## config.mk

```make
export PLATFORM = sky130hd
export DESIGN_NAME = ioc_bus_sequencer_flat
export DESIGN_NICKNAME = d
export VERILOG_FILES = /design/src/rtl/ioc_bus_pkg.sv /design/src/rtl/ioc_bus_sequencer_if.sv /design/src/rtl/ioc_bus_sequencer_rdata_mux.sv /design/src/rtl/ioc_bus_sequencer.sv /design/src/flat_wrapper.sv
export SDC_FILE = /design/constraint.sdc
export NUM_CORES = 1
export LEC_CHECK = 0
export CAP_MARGIN = 10
export CORE_AREA = 2 2 76 78
export CTS_CLUSTER_SIZE = 16
export DETAILED_ROUTE_END_ITERATION = 16
export DIE_AREA = 0 0 78 80
export MAX_ROUTING_LAYER = met4
export PLACE_DENSITY = 0.73
export SLEW_MARGIN = 20
export SYNTH_ARGS = -nofsm -noshare
export SYNTH_HDL_FRONTEND = slang
export SYNTH_SLANG_ARGS = --single-unit
```

## constraint.sdc

```tcl
create_clock -name i_sys_clk -period 1.6 [get_ports i_sys_clk]
set_clock_uncertainty 0.1 [all_clocks]
set_input_delay 0.24 -clock i_sys_clk [delete_from_list [all_inputs] [get_ports i_sys_clk]]
set_output_delay 0.24 -clock i_sys_clk [all_outputs]
set_load 0.01 [all_outputs]
```

## src/rtl/ioc_bus_pkg.sv

```systemverilog
// Shared definitions for the IOC register bus sequencer: opcode layout, FSM states
// and error flag bit positions.
package ioc_bus_pkg;

    localparam int unsigned RW_BIT  = 7;
    localparam int unsigned MOD_MSB = 6;
    localparam int unsigned MOD_LSB = 5;
    localparam int unsigned IOC_MSB = 4;

    localparam int unsigned ERR_ILLEGAL_MOD = 0;
    localparam int unsigned ERR_ABORT       = 1;

    typedef enum logic [2:0] {
        StIdle,
        StWaitData,
        StLoad,
        StFetch,
        StWaitRd,
        StDrain
    } state_e;

endpackage

```

## src/rtl/ioc_bus_sequencer_if.sv

```systemverilog
// SPI byte side and IOC register bus side of the sequencer, bundled as one interface.
// The master modport is the sequencer; the slave modport is its environment.
interface ioc_bus_sequencer_if #(
    parameter int unsigned NUM_MODULES = 4
);
    logic                     i_frame_cs;
    logic [7:0]               i_rx_byte;
    logic                     i_rx_valid;
    logic [7:0]               o_tx_byte;
    logic                     o_tx_valid;
    logic [4:0]               o_ioc;
    logic [7:0]               o_data;
    logic [NUM_MODULES-1:0]   o_cs;
    logic                     o_fetch_cmd;
    logic                     o_load_cmd;
    logic [8*NUM_MODULES-1:0] i_data_in;
    logic                     i_err_clr;
    logic [1:0]               o_err_flags;
    logic                     o_busy;

    modport master (
        input  i_frame_cs, i_rx_byte, i_rx_valid, i_data_in, i_err_clr,
        output o_tx_byte, o_tx_valid, o_ioc, o_data, o_cs, o_fetch_cmd, o_load_cmd,
               o_err_flags, o_busy
    );

    modport slave (
        output i_frame_cs, i_rx_byte, i_rx_valid, i_data_in, i_err_clr,
        input  o_tx_byte, o_tx_valid, o_ioc, o_data, o_cs, o_fetch_cmd, o_load_cmd,
               o_err_flags, o_busy
    );
endinterface

```

## src/rtl/ioc_bus_sequencer_rdata_mux.sv

```systemverilog
// Selects one module's 8-bit read data slice from the packed bus; out-of-range
// selects return zero.
module ioc_rdata_mux #(
    parameter int unsigned NUM_MODULES = 4
) (
    input  logic [8*NUM_MODULES-1:0] data_in_i,
    input  logic [1:0]               sel_i,
    output logic [7:0]               rdata_o
);

    always_comb begin
        rdata_o = '0;
        for (int unsigned m = 0; m < NUM_MODULES; m++) begin
            if (sel_i == 2'(m)) begin
                rdata_o = data_in_i[8*m +: 8];
            end
        end
    end

endmodule

```

## src/rtl/ioc_bus_sequencer.sv

```systemverilog
// Decodes SPI opcode/data bytes into single-cycle IOC register reads and writes,
// and returns read data to the SPI transmitter. All outputs are registered.
module ioc_bus_sequencer
    import ioc_bus_pkg::*;
#(
    parameter int unsigned NUM_MODULES = 4,
    parameter int unsigned FETCH_LAT   = 1
) (
    input  logic                i_sys_clk,
    input  logic                i_rst_b,
    ioc_bus_sequencer_if.master bus
);

    state_e                 state_q, state_d;
    logic [1:0]             mod_q, mod_d;
    logic [4:0]             op_ioc_q, op_ioc_d;
    logic [2:0]             lat_cnt_q, lat_cnt_d;
    logic [7:0]             tx_byte_q, tx_byte_d;
    logic                   tx_valid_q, tx_valid_d;
    logic [4:0]             ioc_q, ioc_d;
    logic [7:0]             data_q, data_d;
    logic [NUM_MODULES-1:0] cs_q, cs_d;
    logic                   fetch_q, fetch_d;
    logic                   load_q, load_d;
    logic [1:0]             err_q, err_d;
    logic                   busy_q, busy_d;

    logic                   rx_ok;
    logic [1:0]             rx_mod;
    logic [7:0]             rdata;

    function automatic logic [NUM_MODULES-1:0] mod_onehot(input logic [1:0] m);
        logic [NUM_MODULES-1:0] oh;
        oh    = '0;
        oh[0] = 1'b1;
        return oh << m;
    endfunction

    assign rx_ok  = bus.i_frame_cs & bus.i_rx_valid;
    assign rx_mod = bus.i_rx_byte[MOD_MSB:MOD_LSB];

    ioc_rdata_mux #(
        .NUM_MODULES (NUM_MODULES)
    ) u_rdata_mux (
        .data_in_i (bus.i_data_in),
        .sel_i     (mod_q),
        .rdata_o   (rdata)
    );

    always_comb begin
        state_d    = state_q;
        mod_d      = mod_q;
        op_ioc_d   = op_ioc_q;
        lat_cnt_d  = lat_cnt_q;
        tx_byte_d  = tx_byte_q;
        tx_valid_d = 1'b0;
        ioc_d      = ioc_q;
        data_d     = data_q;
        cs_d       = '0;
        fetch_d    = 1'b0;
        load_d     = 1'b0;
        // Clear first so that a new error raised this cycle still sticks.
        err_d      = bus.i_err_clr ? 2'b00 : err_q;

        unique case (state_q)
            StIdle: begin
                if (rx_ok) begin
                    mod_d    = rx_mod;
                    op_ioc_d = bus.i_rx_byte[IOC_MSB:0];
                    if (32'(rx_mod) >= NUM_MODULES) begin
                        err_d[ERR_ILLEGAL_MOD] = 1'b1;
                        state_d                = StDrain;
                    end else if (bus.i_rx_byte[RW_BIT]) begin
                        state_d = StWaitData;
                    end else begin
                        fetch_d = 1'b1;
                        cs_d    = mod_onehot(rx_mod);
                        ioc_d   = bus.i_rx_byte[IOC_MSB:0];
                        state_d = StFetch;
                    end
                end
            end
            StWaitData: begin
                if (!bus.i_frame_cs) begin
                    err_d[ERR_ABORT] = 1'b1;
                    state_d          = StIdle;
                end else if (bus.i_rx_valid) begin
                    data_d  = bus.i_rx_byte;
                    load_d  = 1'b1;
                    cs_d    = mod_onehot(mod_q);
                    ioc_d   = op_ioc_q;
                    state_d = StLoad;
                end
            end
            StLoad: begin
                state_d = StDrain;
            end
            StFetch: begin
                lat_cnt_d = '0;
                state_d   = StWaitRd;
            end
            StWaitRd: begin
                // Abort takes priority over a read completing in the same cycle.
                if (!bus.i_frame_cs) begin
                    err_d[ERR_ABORT] = 1'b1;
                    state_d          = StIdle;
                end else if (lat_cnt_q == 3'(FETCH_LAT - 1)) begin
                    tx_byte_d  = rdata;
                    tx_valid_d = 1'b1;
                    state_d    = StDrain;
                end else begin
                    lat_cnt_d = lat_cnt_q + 3'd1;
                end
            end
            StDrain: begin
                if (!bus.i_frame_cs) begin
                    state_d = StIdle;
                end
            end
            default: begin
                state_d = StIdle;
            end
        endcase

        busy_d = (state_d != StIdle);
    end

    always_ff @(posedge i_sys_clk or negedge i_rst_b) begin
        if (!i_rst_b) begin
            state_q    <= StIdle;
            mod_q      <= '0;
            op_ioc_q   <= '0;
            lat_cnt_q  <= '0;
            tx_byte_q  <= '0;
            tx_valid_q <= 1'b0;
            ioc_q      <= '0;
            data_q     <= '0;
            cs_q       <= '0;
            fetch_q    <= 1'b0;
            load_q     <= 1'b0;
            err_q      <= '0;
            busy_q     <= 1'b0;
        end else begin
            state_q    <= state_d;
            mod_q      <= mod_d;
            op_ioc_q   <= op_ioc_d;
            lat_cnt_q  <= lat_cnt_d;
            tx_byte_q  <= tx_byte_d;
            tx_valid_q <= tx_valid_d;
            ioc_q      <= ioc_d;
            data_q     <= data_d;
            cs_q       <= cs_d;
            fetch_q    <= fetch_d;
            load_q     <= load_d;
            err_q      <= err_d;
            busy_q     <= busy_d;
        end
    end

    assign bus.o_tx_byte   = tx_byte_q;
    assign bus.o_tx_valid  = tx_valid_q;
    assign bus.o_ioc       = ioc_q;
    assign bus.o_data      = data_q;
    assign bus.o_cs        = cs_q;
    assign bus.o_fetch_cmd = fetch_q;
    assign bus.o_load_cmd  = load_q;
    assign bus.o_err_flags = err_q;
    assign bus.o_busy      = busy_q;

endmodule

```

## src/flat_wrapper.sv

```systemverilog
// flat-port wrapper written by rule: the top's interface ports become plain ports
module ioc_bus_sequencer_flat import ioc_bus_pkg::*;
#(
    parameter int unsigned NUM_MODULES = 4,
    parameter int unsigned FETCH_LAT   = 1
)
  (i_sys_clk, i_rst_b, bus_i_frame_cs, bus_i_rx_byte, bus_i_rx_valid, bus_i_data_in, bus_i_err_clr, bus_o_tx_byte, bus_o_tx_valid, bus_o_ioc, bus_o_data, bus_o_cs, bus_o_fetch_cmd, bus_o_load_cmd, bus_o_err_flags, bus_o_busy);
  ioc_bus_sequencer_if #(.NUM_MODULES(NUM_MODULES)) bus_i ();
  input  logic i_sys_clk;
  input  logic i_rst_b;
  input wire logic [$bits(bus_i.i_frame_cs)-1:0] bus_i_frame_cs;
  input wire logic [$bits(bus_i.i_rx_byte)-1:0] bus_i_rx_byte;
  input wire logic [$bits(bus_i.i_rx_valid)-1:0] bus_i_rx_valid;
  input wire logic [$bits(bus_i.i_data_in)-1:0] bus_i_data_in;
  input wire logic [$bits(bus_i.i_err_clr)-1:0] bus_i_err_clr;
  output wire logic [$bits(bus_i.o_tx_byte)-1:0] bus_o_tx_byte;
  output wire logic [$bits(bus_i.o_tx_valid)-1:0] bus_o_tx_valid;
  output wire logic [$bits(bus_i.o_ioc)-1:0] bus_o_ioc;
  output wire logic [$bits(bus_i.o_data)-1:0] bus_o_data;
  output wire logic [$bits(bus_i.o_cs)-1:0] bus_o_cs;
  output wire logic [$bits(bus_i.o_fetch_cmd)-1:0] bus_o_fetch_cmd;
  output wire logic [$bits(bus_i.o_load_cmd)-1:0] bus_o_load_cmd;
  output wire logic [$bits(bus_i.o_err_flags)-1:0] bus_o_err_flags;
  output wire logic [$bits(bus_i.o_busy)-1:0] bus_o_busy;
  assign bus_i.i_frame_cs = bus_i_frame_cs;
  assign bus_i.i_rx_byte = bus_i_rx_byte;
  assign bus_i.i_rx_valid = bus_i_rx_valid;
  assign bus_i.i_data_in = bus_i_data_in;
  assign bus_i.i_err_clr = bus_i_err_clr;
  assign bus_o_tx_byte = bus_i.o_tx_byte;
  assign bus_o_tx_valid = bus_i.o_tx_valid;
  assign bus_o_ioc = bus_i.o_ioc;
  assign bus_o_data = bus_i.o_data;
  assign bus_o_cs = bus_i.o_cs;
  assign bus_o_fetch_cmd = bus_i.o_fetch_cmd;
  assign bus_o_load_cmd = bus_i.o_load_cmd;
  assign bus_o_err_flags = bus_i.o_err_flags;
  assign bus_o_busy = bus_i.o_busy;
  ioc_bus_sequencer #(.NUM_MODULES(NUM_MODULES), .FETCH_LAT(FETCH_LAT)) u_core (.i_sys_clk(i_sys_clk), .i_rst_b(i_rst_b), .bus(bus_i));
endmodule
```

[Word-level counts from Yosys, hierarchy flattened]
Cells that the tools add are included.
Word-level totals
  flip-flop bits (word level): 43
  bits in latches: 0
  bits in writable memories: 0
  bits in read-only memories: 0
  output and inout bits: 31
  memories kept: 0
Cells by class
  add/sub/neg operators: 1
  multipliers: 0
  divide/modulo/power cells: 0
  magnitude comparators: 0
  equal/unequal tests: 14
  shifts and indexed selects: 2
  multiplexer cells: 37
  bitwise operators: 1
  reduce and logical (&&, ||, !) cells: 12
Operators by type and width (count)
  8-bit 2-to-1 mux: 4
  3-bit 2-to-1 mux: 8
  5-bit 2-to-1 mux: 4
  3-bit case mux with 6 select lines: 1
  4-bit 2-to-1 mux: 4
  1-bit 2-to-1 mux: 11
  2-bit inequality test, second input constant: 5
  5-bit case mux with 2 select lines: 1
  3-bit AND reduction: 3
  4-bit case mux with 2 select lines: 1
  1-bit by 2-bit left shift with 4-bit output, first input constant: 2
  3-bit by 2-bit equality test with 1-bit output, second input constant: 2
  3-bit equality test, second input constant: 2
  3-bit logical NOT: 2
  3-bit case mux with 2 select lines: 1
  5-bit AND reduction: 1
  2-bit equality test, second input constant: 2
  2-bit 2-to-1 mux: 2
  2-bit nonzero test: 2
  3-bit by 1-bit adder with 3-bit output, second input constant: 1
  3-bit by 1-bit equality test with 1-bit output, second input constant: 1
  3-bit nonzero test: 1
  2-bit by 1-bit equality test with 1-bit output, second input constant: 1
  2-bit logical NOT: 1
  other kinds (4): 4

[Depth between registers and ports, before layout]
Gate-level depths: netlist of the first run.
  depth in word-level cells: 5
  depth in mapped cells: 6
  gate-level depth less buffers: 5

[Cells and area by module]
From an unflattened synthesis of the first run, not the netlist that was laid out.
Second synthesis, totals
  cells, all modules: 167
  area, all modules: 2003.2 um2
Modules (own cells, without submodules)
  ioc_bus_sequencer: times used 1, cells each 157, area an instance 1806.7 um2, seq. area each 1076.0 um2
  ioc_rdata_mux: times used 1, cells each 10, area an instance 196.4 um2, seq. area each 0.0 um2

[Worst setup path after synthesis of the first run]
Ideal clock, no wire load.
  path type: flip-flop to flip-flop
  start: register u_core.mod_q[0]
  end: register u_core.tx_byte_q[3] (netlist: u_core.bus.o_tx_byte[3])
  arrival: 1.426 ns
  setup slack: -0.051 ns
  cell stages (with the launch flop): 4
  path buffers: 1
  cells stage by stage: dfrtp_1 -> buf_2 -> mux4_2 -> mux2_2
On the way
  word-level cells in the longest chain between the ends: 5
  elaborated cells between the ends (all ways): 8
RTL lines
  start, declared: RTL line ioc_bus_sequencer.sv:15  | logic [1:0] mod_q, mod_d;
  start signal, assigned: RTL line ioc_bus_sequencer.sv:145  | mod_q <= mod_d;
  2-bit logical NOT: RTL line ioc_bus_sequencer_rdata_mux.sv:14  | if (sel_i == 2'(m)) begin
  8-bit 2-to-1 mux (3 in a row): RTL line ioc_bus_sequencer_rdata_mux.sv:14
  8-bit 2-to-1 mux *: RTL line ioc_bus_sequencer_rdata_mux.sv:14
  end signal, assigned: RTL line ioc_bus_sequencer.sv:148  | tx_byte_q <= tx_byte_d;
  end, declared: RTL line ioc_bus_sequencer.sv:18  | logic [7:0] tx_byte_q, tx_byte_d;
Mark *: on every way between the ends. The rest lies on a longest branch, timed or not.
A chain may end at the register's enable or synchronous reset.

[Worst setup path after layout of the first run]
  start: register u_core.state_q[1]
  end: register u_core.tx_byte_q[1] (netlist: u_core.bus.o_tx_byte[1])
On the way
  word-level cells in the longest chain between the ends: 2
RTL lines
  start, declared: RTL line ioc_bus_sequencer.sv:14  | state_e state_q, state_d;
  start signal, assigned: RTL line ioc_bus_sequencer.sv:130  | state_q <= StIdle;
  start signal, assigned: RTL line ioc_bus_sequencer.sv:144  | state_q <= state_d;
  3-bit equality test: RTL line ioc_bus_sequencer.sv:65  | unique case (state_q)
  3-bit AND reduction (no line)
No other way between the ends.

==> impl_metrics.tcl, run 1 <==
set metrics [dict create \
    violations "setup timing" \
    drive_gt1_share_pct 40.9 \
    grt_pass1_vias 1699 \
    multiInputGateArea_um2 1010 \
    fmax_mhz 590 \
    synth.most_common_cell "dfrtp_1" \
    muxShareOfSynthArea_pct 27.6 \
    vias 1630 \
    drtPass1Iterations 3 \
    synth_simple_gate_area_share_pct 9.76 \
    endpoint_kind "flop" \
    worstSetupPathType "reg -> reg" \
    synth_fa_ha_area_share_pct 1.20 \
    report.final.setup_viol 15 \
    std_cell_rows 27 \
    ys_ff_latch 43 \
    synth_area_um2 2080 \
    cts_root_buf "clkbuf_8" \
    min_period_ns 1.70 \
    async_flop_share_pct 100 \
    yosysSeqAreaShare_pct 51.8 \
    synthTopCellsByCount "43 x dfrtp_1, 30 x mux2_2, 10 x inv_1" \
    hold_class "in -> async" \
    clock_path_buffers 2 \
    cts.sinks 43 \
    die_area_um2 6240 \
    avgViaCountPerCell 4.85 \
    synth_area_leaders "dfrtp_1 52%, mux2_2 16%, mux4_2 8.7%" \
    hold_violations 0 \
    wirelength_mm 5.11 \
    synth_top_family_by_area "multiplexers" \
    ios 76 \
    synth-edff-count 0 \
    grt_usage_pct 17.4 \
    synth_largest_area_cell "dfrtp_1" \
    r2r-start "u_core.state_q[1]" \
    worstPathArrival_ns 1.79 \
    fin_crit_sh_pct 106 \
    htreeDepth 2 \
    nets 310 \
    yosys_warnings 0 \
    placed_cells 315 \
    cp-start-kind "flop" \
    rsz0062_at_grt "yes" \
    synth-xor-area-share_pct 0.422 \
    wl_per_cell_um 15.2 \
    n_antenna_cell 0 \
    final_cell_count_no_fill 336 \
    path_max_fanout 6 \
    cts_made_buffers 5 \
    cts.clk_slew.worst_paths_ns 0.08 \
    drtAntennaViolNets 0 \
    regArea_um2 1080 \
    preCtsSetupSlack_ns -0.456 \
    grt_max_degree 44 \
    synthFlopType "dfrtp_1" \
    avgSynthCellArea_um2 13.8 \
    tns_ns -0.849 \
    fin_ws_ns -0.0951 \
    cellPowerDensity_nw_per_um2 1440 \
    gp_congestion 0.763 \
    drcViolationCount 0 \
    grt_pass1_wl_mm 8.13 \
    die_w_um 78 \
    final_max_slew_viol_count 0 \
    initial_core_util_pct 38.4 \
    drt_iter0_drc 73 \
    power_leakage_nw 1.54 \
    worstPathRequired_ns 1.70 \
    grt_overflow 0 \
    die_h_um 80 \
    cap_violations 0 \
    peakVddDrop_mv 1.03 \
    port_buffers 74 \
    antenna_found_initial 0 \
    crit_start "u_core.state_q[1]" \
    synth_cell_type_count 37 \
    dp_hpwl_mm 3.48 \
    synth_compound_gate_area_share_pct 4.70 \
    cts_tree "built" \
    n_fill_cell 435 \
    syn_inst 150 \
    synth_top_area_share_pct 51.8 \
    synth_nets 197 \
    outcome "finished, violations left" \
    area_growth_pct 63.9 \
    coreArea_um2 5410 \
    clk_latency_ns 0.30 \
]
[timing repair]
action	CTS	global route
pin swaps	4	0
hold buffers	1	0
endpoints found under the setup margin	24	37
cloned	1	0
gates resized for setup	19	15
setup buffers	7	4
endpoints found under the hold margin	43	0
[cell usage in the layout, fill, tap and decap left out, types with 2 or more instances in the layout]
cell type         n
nor2b_1           3
o32ai_2           2
nand2_1           5
clkbuf_8          7
mux4_2            8
mux2_2           21
nand2b_1          5
buf_6             3
or3_4             2
mux2_4           12
inv_1            10
buf_4            33
o21ai_0           3
clkdlybuf4s50_1  69
buf_12            2
dlymetal6s2s_1    3
nand3b_1          2
dfrtp_2           3
nand3_1           2
dfrtp_1          40
[stage by stage]
step / hold slack, ns / util (%) / cell area [um^2] / power (mW)
floorplan: -0.156 / - / 2100 / 2.83
global placement: 0.133 / 57.3 / 3100 / 3.86
detailed placement: 0.140 / 57.3 / 3100 / 3.92
CTS: 0.323 / 61.3 / 3310 / 4.85
global route: 0.355 / 63.0 / 3400 / 5.22
finish: 0.339 / 63.0 / 3400 / 4.91
[path summary, 6_finish.rpt]
check,end,slack [ns],cells after the start
max,u_core.bus.o_tx_byte[1],-0.1,4
min,u_core.lat_cnt_q[2],0.34,3
max reg2reg,u_core.bus.o_tx_byte[1],-0.1,4
min reg2reg,u_core.bus.o_tx_byte[3],0.41,1
max in group asynchronous,u_core.state_q[1],0.84,3
min in group i_sys_clk,u_core.state_q[2],0.34,3
[sequential cells by signal, summed over array words and instances (netlist names)]
| signal | cells |
|---|---|
| u_core.mod_q | 2 |
| u_core.bus.o_data | 8 |
| u_core.lat_cnt_q | 3 |
| u_core.bus.o_ioc | 5 |
| u_core.state_q | 3 |
| u_core.op_ioc_q | 5 |
| u_core.bus.o_cs | 4 |
| u_core.bus.o_err_flags | 1 |
| u_core.bus.o_load_cmd | 1 |
| u_core.bus.o_tx_byte | 8 |
| u_core.bus.o_fetch_cmd | 1 |
| u_core.bus.o_busy | 1 |
| u_core.bus.o_tx_valid | 1 |
[where the power goes]
group          internal (mW)  switching (mW)  total (mW)
logic                   1.54           0.839        2.38
registers               1.49           0.274        1.76
clock network          0.392           0.375       0.767
[cell families after synthesis]
group | count (synthesis)
adders and majority gates | 2
AOI/OAI and AO/OA | 13
and+or+nand+nor | 30
buffers and inverters | 18
xor gates and xnor gates | 1
muxes | 42
DFF | 43
other | 1
[layout make-up]
type / count / area share (%)
timing repair buffer: 114 / 31.7
clock buffer: 7 / 2.83
multi-input combinational: 89 / 29.8
inverter: 10 / 1.10
sequential: 43 / 31.7
tap: 72 / 2.65
clock inverter: 1 / 0.221
[critical path, cell delays in order, from the launching register on]
cell and delay [ns]:
dfrtp_2 0.46, nand3b_1 0.20, or3_4 0.40, buf_6 0.15, mux2_4 0.29
[layer usage]
metal  up-vias  global-route usage [%]  part of all wire (%)
met2        64                    27.2                    47
met3         6                    5.88                   8.6
met4         0                    6.32                   1.2
met1       791                    21.1                    43
met5         -                       -                     0
li1        769                       -                     -
Note: power is estimated with default switching activity, not from simulation.
==> run 2, diff against run 1 <==
CORE_AREA = 2 2 72 74   (was 2 2 76 78)
DIE_AREA = 0 0 74 76   (was 0 0 78 80)
PLACE_DENSITY = 0.78   (was 0.73)
clock period = 1.7 ns   (was 1.6 ns; I/O delays follow)
==> run 2 against run 1 <==
  * The run still ends with setup timing left
  * Power is 12% lower
  * Worst setup slack better by 0.081 ns
  * Clock power is 23% lower
  * Critical path depth is 2 higher
  * Global-route usage is 0.76 points higher
  * Cell count is 3.9% lower
  * Non-clock buffer count is 9 lower
  * Die area is 9.9% lower
  * Flip-flop and latch count stayed put
  * Register-to-register slack better by 0.08 ns
  * Hold slack better by 0.0054 ns
  * Count of clock-buffer cells in the layout is 2 lower
==> impl_metrics.tcl, run 2 (same netlist as run 1, synthesis figures left out) <==
set metrics [dict create \
    outcome "finished, violations left" \
    violations "setup timing" \
    cp_cell_sequence "inv_1, ha_2, nand2b_1, or3_4, buf_6, mux2_4" \
    fin_crit_sh_pct 101 \
    n_antenna_cell 0 \
    area_growth_pct 55.7 \
    final_common_cell "clkdlybuf4s50_1" \
    final_max_slew_viol_count 0 \
    clk_latency_ns 0.29 \
    met2_usage_pct 30.0 \
    cts_tree "built" \
    regArea_um2 1080 \
    die_area_um2 5620 \
    vias 1572 \
    ios 76 \
    preCtsSetupSlack_ns -0.374 \
    grt_pass1_wl_mm 7.69 \
    power_leakage_nw 1.41 \
    finalCoreUtilization_pct 65.8 \
    use_met1_pct 21.5 \
    dp_hpwl_mm 3.70 \
    worstSetupPathType "reg -> reg" \
    drtAntennaViolNets 0 \
    grt_usage_pct 18.1 \
    cp-start-kind "flop" \
    grt_pass1_vias 1655 \
    grt_most_used_layer "met2" \
    critPathBufInv 2 \
    initial_core_util_pct 42.3 \
    cap_violations 0 \
    fin_ws_ns -0.0143 \
    wl_per_cell_um 15.1 \
    peakVddDrop_mv 0.830 \
    hold_class "in -> reg" \
    path_max_fanout 5 \
    htreeDepth 2 \
    avgViaCountPerCell 4.87 \
    cellPowerDensity_nw_per_um2 1340 \
    slowest_delay_ns 0.38 \
    die_w_um 74 \
    drtPass1Iterations 4 \
    grtUsageMet3_pct 4.89 \
    hold_violations 0 \
    gp_congestion 0.717 \
    wirelength_mm 4.87 \
    cts.sinks 43 \
    rsz0062_at_grt "yes" \
    cts.clk_slew.worst_paths_ns 0.07 \
    grt_max_degree 26 \
    drive_gt1_share_pct 36.0 \
    multiInputGateArea_um2 942 \
    worstPathRequired_ns 1.78 \
    crit_slowest_cell "dfrtp_1" \
    layout_common_cells "72 x clkdlybuf4s50_1, 41 x dfrtp_1, 28 x mux2_2" \
    endpoint_kind "flop" \
    nets 301 \
    drt_iter0_drc 100 \
    port_buffers 74 \
    antenna_found_initial 0 \
    cts_made_buffers 5 \
    std_cell_rows 26 \
    cts_root_buf "clkbuf_8" \
    n_fill_cell 380 \
    coreArea_um2 4910 \
    fmax_mhz 583 \
    grt_overflow 0 \
    cp_top_family "simple AND/OR/NAND/NOR gates" \
    worstPathArrival_ns 1.79 \
    drcViolationCount 0 \
    report.final.setup_viol 6 \
    min_period_ns 1.71 \
    clock_path_buffers 2 \
    die_h_um 76 \
]
-- run 2: cell count changes in the layout (fill, tap and decap cells not counted), sizes merged --
cell / delta
buf: -8
clkbuf: -3
clkdlybuf4s50: +3
dlymetal6s2s: -3
-- run 2: final timing paths --
| path | slack [ns] | endpoint | from | depth (start not counted) |
|---|---|---|---|---|
| max | -0.01 | u_core.bus.o_tx_byte[1] | u_core.lat_cnt_q[1] | 6 |
| min | 0.34 | u_core.bus.o_err_flags[1] | bus_i_frame_cs | 2 |
| max reg2reg | -0.01 | u_core.bus.o_tx_byte[1] | u_core.lat_cnt_q[1] | 6 |
| min reg2reg | 0.40 | u_core.op_ioc_q[1] | u_core.op_ioc_q[1] | 1 |
| max in group asynchronous | 0.64 | u_core.state_q[0] | i_rst_b | 3 |
| min in group asynchronous | 0.36 | u_core.bus.o_err_flags[1] | i_rst_b | 2 |
-- run 2: area by class of cell --
type / count / area share, %
Clock buffer: 5 / 2.13
Clock inverter: 1 / 0.232
Inverter: 10 / 1.16
Multi-Input combinational cell: 89 / 29.1
Sequential cell: 43 / 33.4
Tap cell: 70 / 2.71
Timing Repair Buffer: 105 / 31.3
-- run 2: power breakdown --
group	internal [mW]	total, mW	switching [mW]
logic	1.35	2.08	0.727
clock network	0.272	0.592	0.320
registers	1.40	1.67	0.267
total	3.03	4.34	1.31
-- run 2: what timing repair did --
item / 4_1_cts / 5_1_grt
hold buffers: 1 / 0
endpoints found under the setup margin: 17 / 18
pin swaps: 0 / 2
gates resized for setup: 3 / 13
setup buffers: 1 / 2
endpoints found under the hold margin: 18 / 0
gates cloned: 0 / 1
-- run 2: metal layers --
| metal | up-vias | routed length (um) | part of all wire, % |
|---|---|---|---|
| met5 | - | 0 | 0 |
| li1 | 744 | - | - |
| met2 | 59 | 2440 | 50 |
| met1 | 763 | 1990 | 41 |
| met4 | 0 | 59 | 1.2 |
| met3 | 6 | 370 | 7.6 |
-- run 2: through the flow --
stage | cell area, um^2 | setup TNS [ns] | hold WS, ns | total power, mW | std cells
2_1_floorplan | 2080 | 0 | -0.141 | 2.64 | 150
3_3_place_gp | 3070 | -7.93 | 0.133 | 3.60 | 312
3_5_place_dp | 3070 | -9.15 | 0.132 | 3.67 | 312
4_1_cts | 3170 | 0 | 0.342 | 4.30 | 320
5_1_grt | 3230 | -0.456 | 0.372 | 4.63 | 323
6_report | 3230 | -0.0463 | 0.344 | 4.34 | 323
-- run 2: worst register-to-register path: stages (launching register included) --
cell	delay, ns
dfrtp_1	0.38
inv_1	0.06
ha_2	0.18
nand2b_1	0.08
or3_4	0.35
buf_6	0.15
mux2_4	0.29
==> run 3, diff against run 2 <==
CELL_PAD_IN_SITES_DETAIL_PLACEMENT = 1   (was default)
CELL_PAD_IN_SITES_GLOBAL_PLACEMENT = 1   (was default)
CORE_AREA = 2 2 81 83   (was 2 2 72 74)
DIE_AREA = 0 0 83 85   (was 0 0 74 76)
PLACE_DENSITY = default   (was 0.78)
PLACE_DENSITY_LB_ADDON = 0.1   (was default)
REMOVE_ABC_BUFFERS = 1   (was default)
==> run 3 against run 2 <==
  * The flow now finishes without violations
  * Power increased by 0.71%
  * Critical path type unchanged
  * Flip-flop and latch count unchanged
  * Count of clock-buffer cells in the layout unchanged
  * Critical path depth decreased by 3
  * Non-clock buffer count decreased by 7
  * Via count increased by 1.5%
  * Wire length increased by 13%
  * First-iteration DRC count decreased by 63%
==> impl_metrics.tcl, run 3 (same netlist as run 1, synthesis figures left out) <==
set metrics [dict create \
    area_growth_pct 54.9 \
    htreeDepth 2 \
    dp_hpwl_mm 4.01 \
    regArea_um2 1080 \
    hold_path_depth 3 \
    cellPowerDensity_nw_per_um2 1360 \
    hold_class "in -> reg" \
    gp_congestion 0.781 \
    holdWs_ns 0.195 \
    critPathBufInv 0 \
    grt_usage_pct 16.5 \
    clk_latency_ns 0.32 \
    layout_common_cells "72 x clkdlybuf4s50_1, 41 x dfrtp_1, 30 x mux2_2" \
    preCtsSetupSlack_ns -0.359 \
    placed_cells 313 \
    hold_violations 0 \
    cts_made_buffers 5 \
    holdPathEnd "u_core.state_q[2]" \
    antenna_found_initial 0 \
    vias 1596 \
    final_max_slew_viol_count 0 \
    wl_per_cell_um 16.9 \
    drcViolationCount 0 \
    grt_overflow 0 \
    wirelength_mm 5.49 \
    reg2reg_slack_ns 0.003 \
    n_fill_cell 622 \
    drtAntennaViolNets 0 \
    cts.sinks 43 \
    postPlaceCellArea_um2 3030 \
    power_leakage_nw 1.39 \
    coreArea_um2 6200 \
    initial_core_util_pct 33.5 \
    grt_pass1_wl_mm 8.96 \
    min_period_ns 1.70 \
    endpoint_kind "flop" \
    ff2ff_path_depth 3 \
    cp_cell_sequence "or3b_4, or3_4, o32ai_2" \
    tns_ns 0 \
    final_cell_count_no_fill 325 \
    drt_iter0_drc 37 \
    finalCoreUtilization_pct 51.8 \
    holdCritStartpoint "bus_i_frame_cs" \
    final_common_cell "clkdlybuf4s50_1" \
    relSlewSlack_pct 64.5 \
    fin_crit_sh_pct 99.8 \
    multiInputGateArea_um2 948 \
    final_cell_area_um2 3220 \
    cts_root_buf "clkbuf_8" \
    cts.clk_slew.worst_paths_ns 0.10 \
    grt_pass1_vias 1764 \
    cts_tree "built" \
    die_w_um 83 \
    cp-start-kind "flop" \
    drtPass1Iterations 4 \
    worstSetupPathType "reg -> reg" \
    crit_slowest_cell "dfrtp_2" \
    std_cell_rows 29 \
    rsz0062_at_grt "yes" \
    worstMarginPinSlew_ns 0.533 \
    ios 76 \
    report.final.setup_viol 0 \
    cap_violations 0 \
    worstPathRequired_ns 1.82 \
    n_antenna_cell 0 \
    r2r-start "u_core.state_q[0]" \
    fmax_mhz 589 \
    grt_max_degree 44 \
    power_mw 4.37 \
    die_area_um2 7060 \
    slowest_delay_ns 0.45 \
    clock_path_buffers 2 \
    outcome "finished, final reports clean" \
    drive_gt1_share_pct 34.7 \
    cp_top_family "simple AND/OR/NAND/NOR gates" \
    fin_ws_ns 0.00296 \
    worstPathArrival_ns 1.82 \
    peakVddDrop_mv 0.604 \
    nets 294 \
    die_h_um 85 \
    r2r_end "u_core.bus.o_cs[0]" \
    avgViaCountPerCell 4.91 \
    port_buffers 74 \
    path_max_fanout 6 \
]
[run 3: cell types whose count changed in the layout (fill, tap and decap cells not counted), moves of 2 or more]
cell      before  now
mux2_4         5    3
mux2_2        28   30
clkinv_4       0    2
buf_4         26   19
[run 3: worst max-delay path by stage]
stage	start	to	slack [ns]	cells after the start
global placement	bus_i_frame_cs	u_core.bus.o_cs[0]	-0.31	4
detailed placement	bus_i_frame_cs	u_core.bus.o_cs[2]	-0.36	4
global route	u_core.lat_cnt_q[1]	u_core.bus.o_tx_byte[1]	-0.05	6
CTS	u_core.lat_cnt_q[1]	u_core.bus.o_tx_byte[0]	0.007	6
floorplan	u_core.state_q[1]	u_core.bus.o_tx_byte[0]	-0.005	3
finish	u_core.state_q[0]	u_core.bus.o_cs[0]	0.003	3
[run 3: power by group]
group,internal [mW],switching (mW)
clock,0.294,0.386
combinational,1.29,0.720
sequential,1.40,0.275
total,2.99,1.38
[run 3: layout make-up]
type | count | area share [%]
repair buffers | 98 | 29.9
multi-input cells | 89 | 29.5
clock buffers | 5 | 2.14
well taps | 77 | 2.99
flip-flops and latches | 43 | 33.5
inverters | 10 | 1.17
clock inverters | 3 | 0.778
[run 3: per-layer routing]
layer,part of all wire (%),vias up,global-route usage [%]
met5,0,-,-
met4,1.5,0,5.37
met3,6.1,6,4.47
met2,49,64,27.6
met1,43,793,19.5
li1,-,733,-
[run 3: what timing repair did]
action                     in CTS  in global routing
hold buffers                    1                  0
setup endpoints to repair       6                 32
buffers inserted                1                  2
hold endpoints to repair       43                  0
pin swaps                       1                  0
gates resized for setup         2                  9
[run 3: worst min-delay path: stages]
cell	delay (ns)
dlymetal6s2s_1	0.16
nand3b_1	0.11
nand2_1	0.05
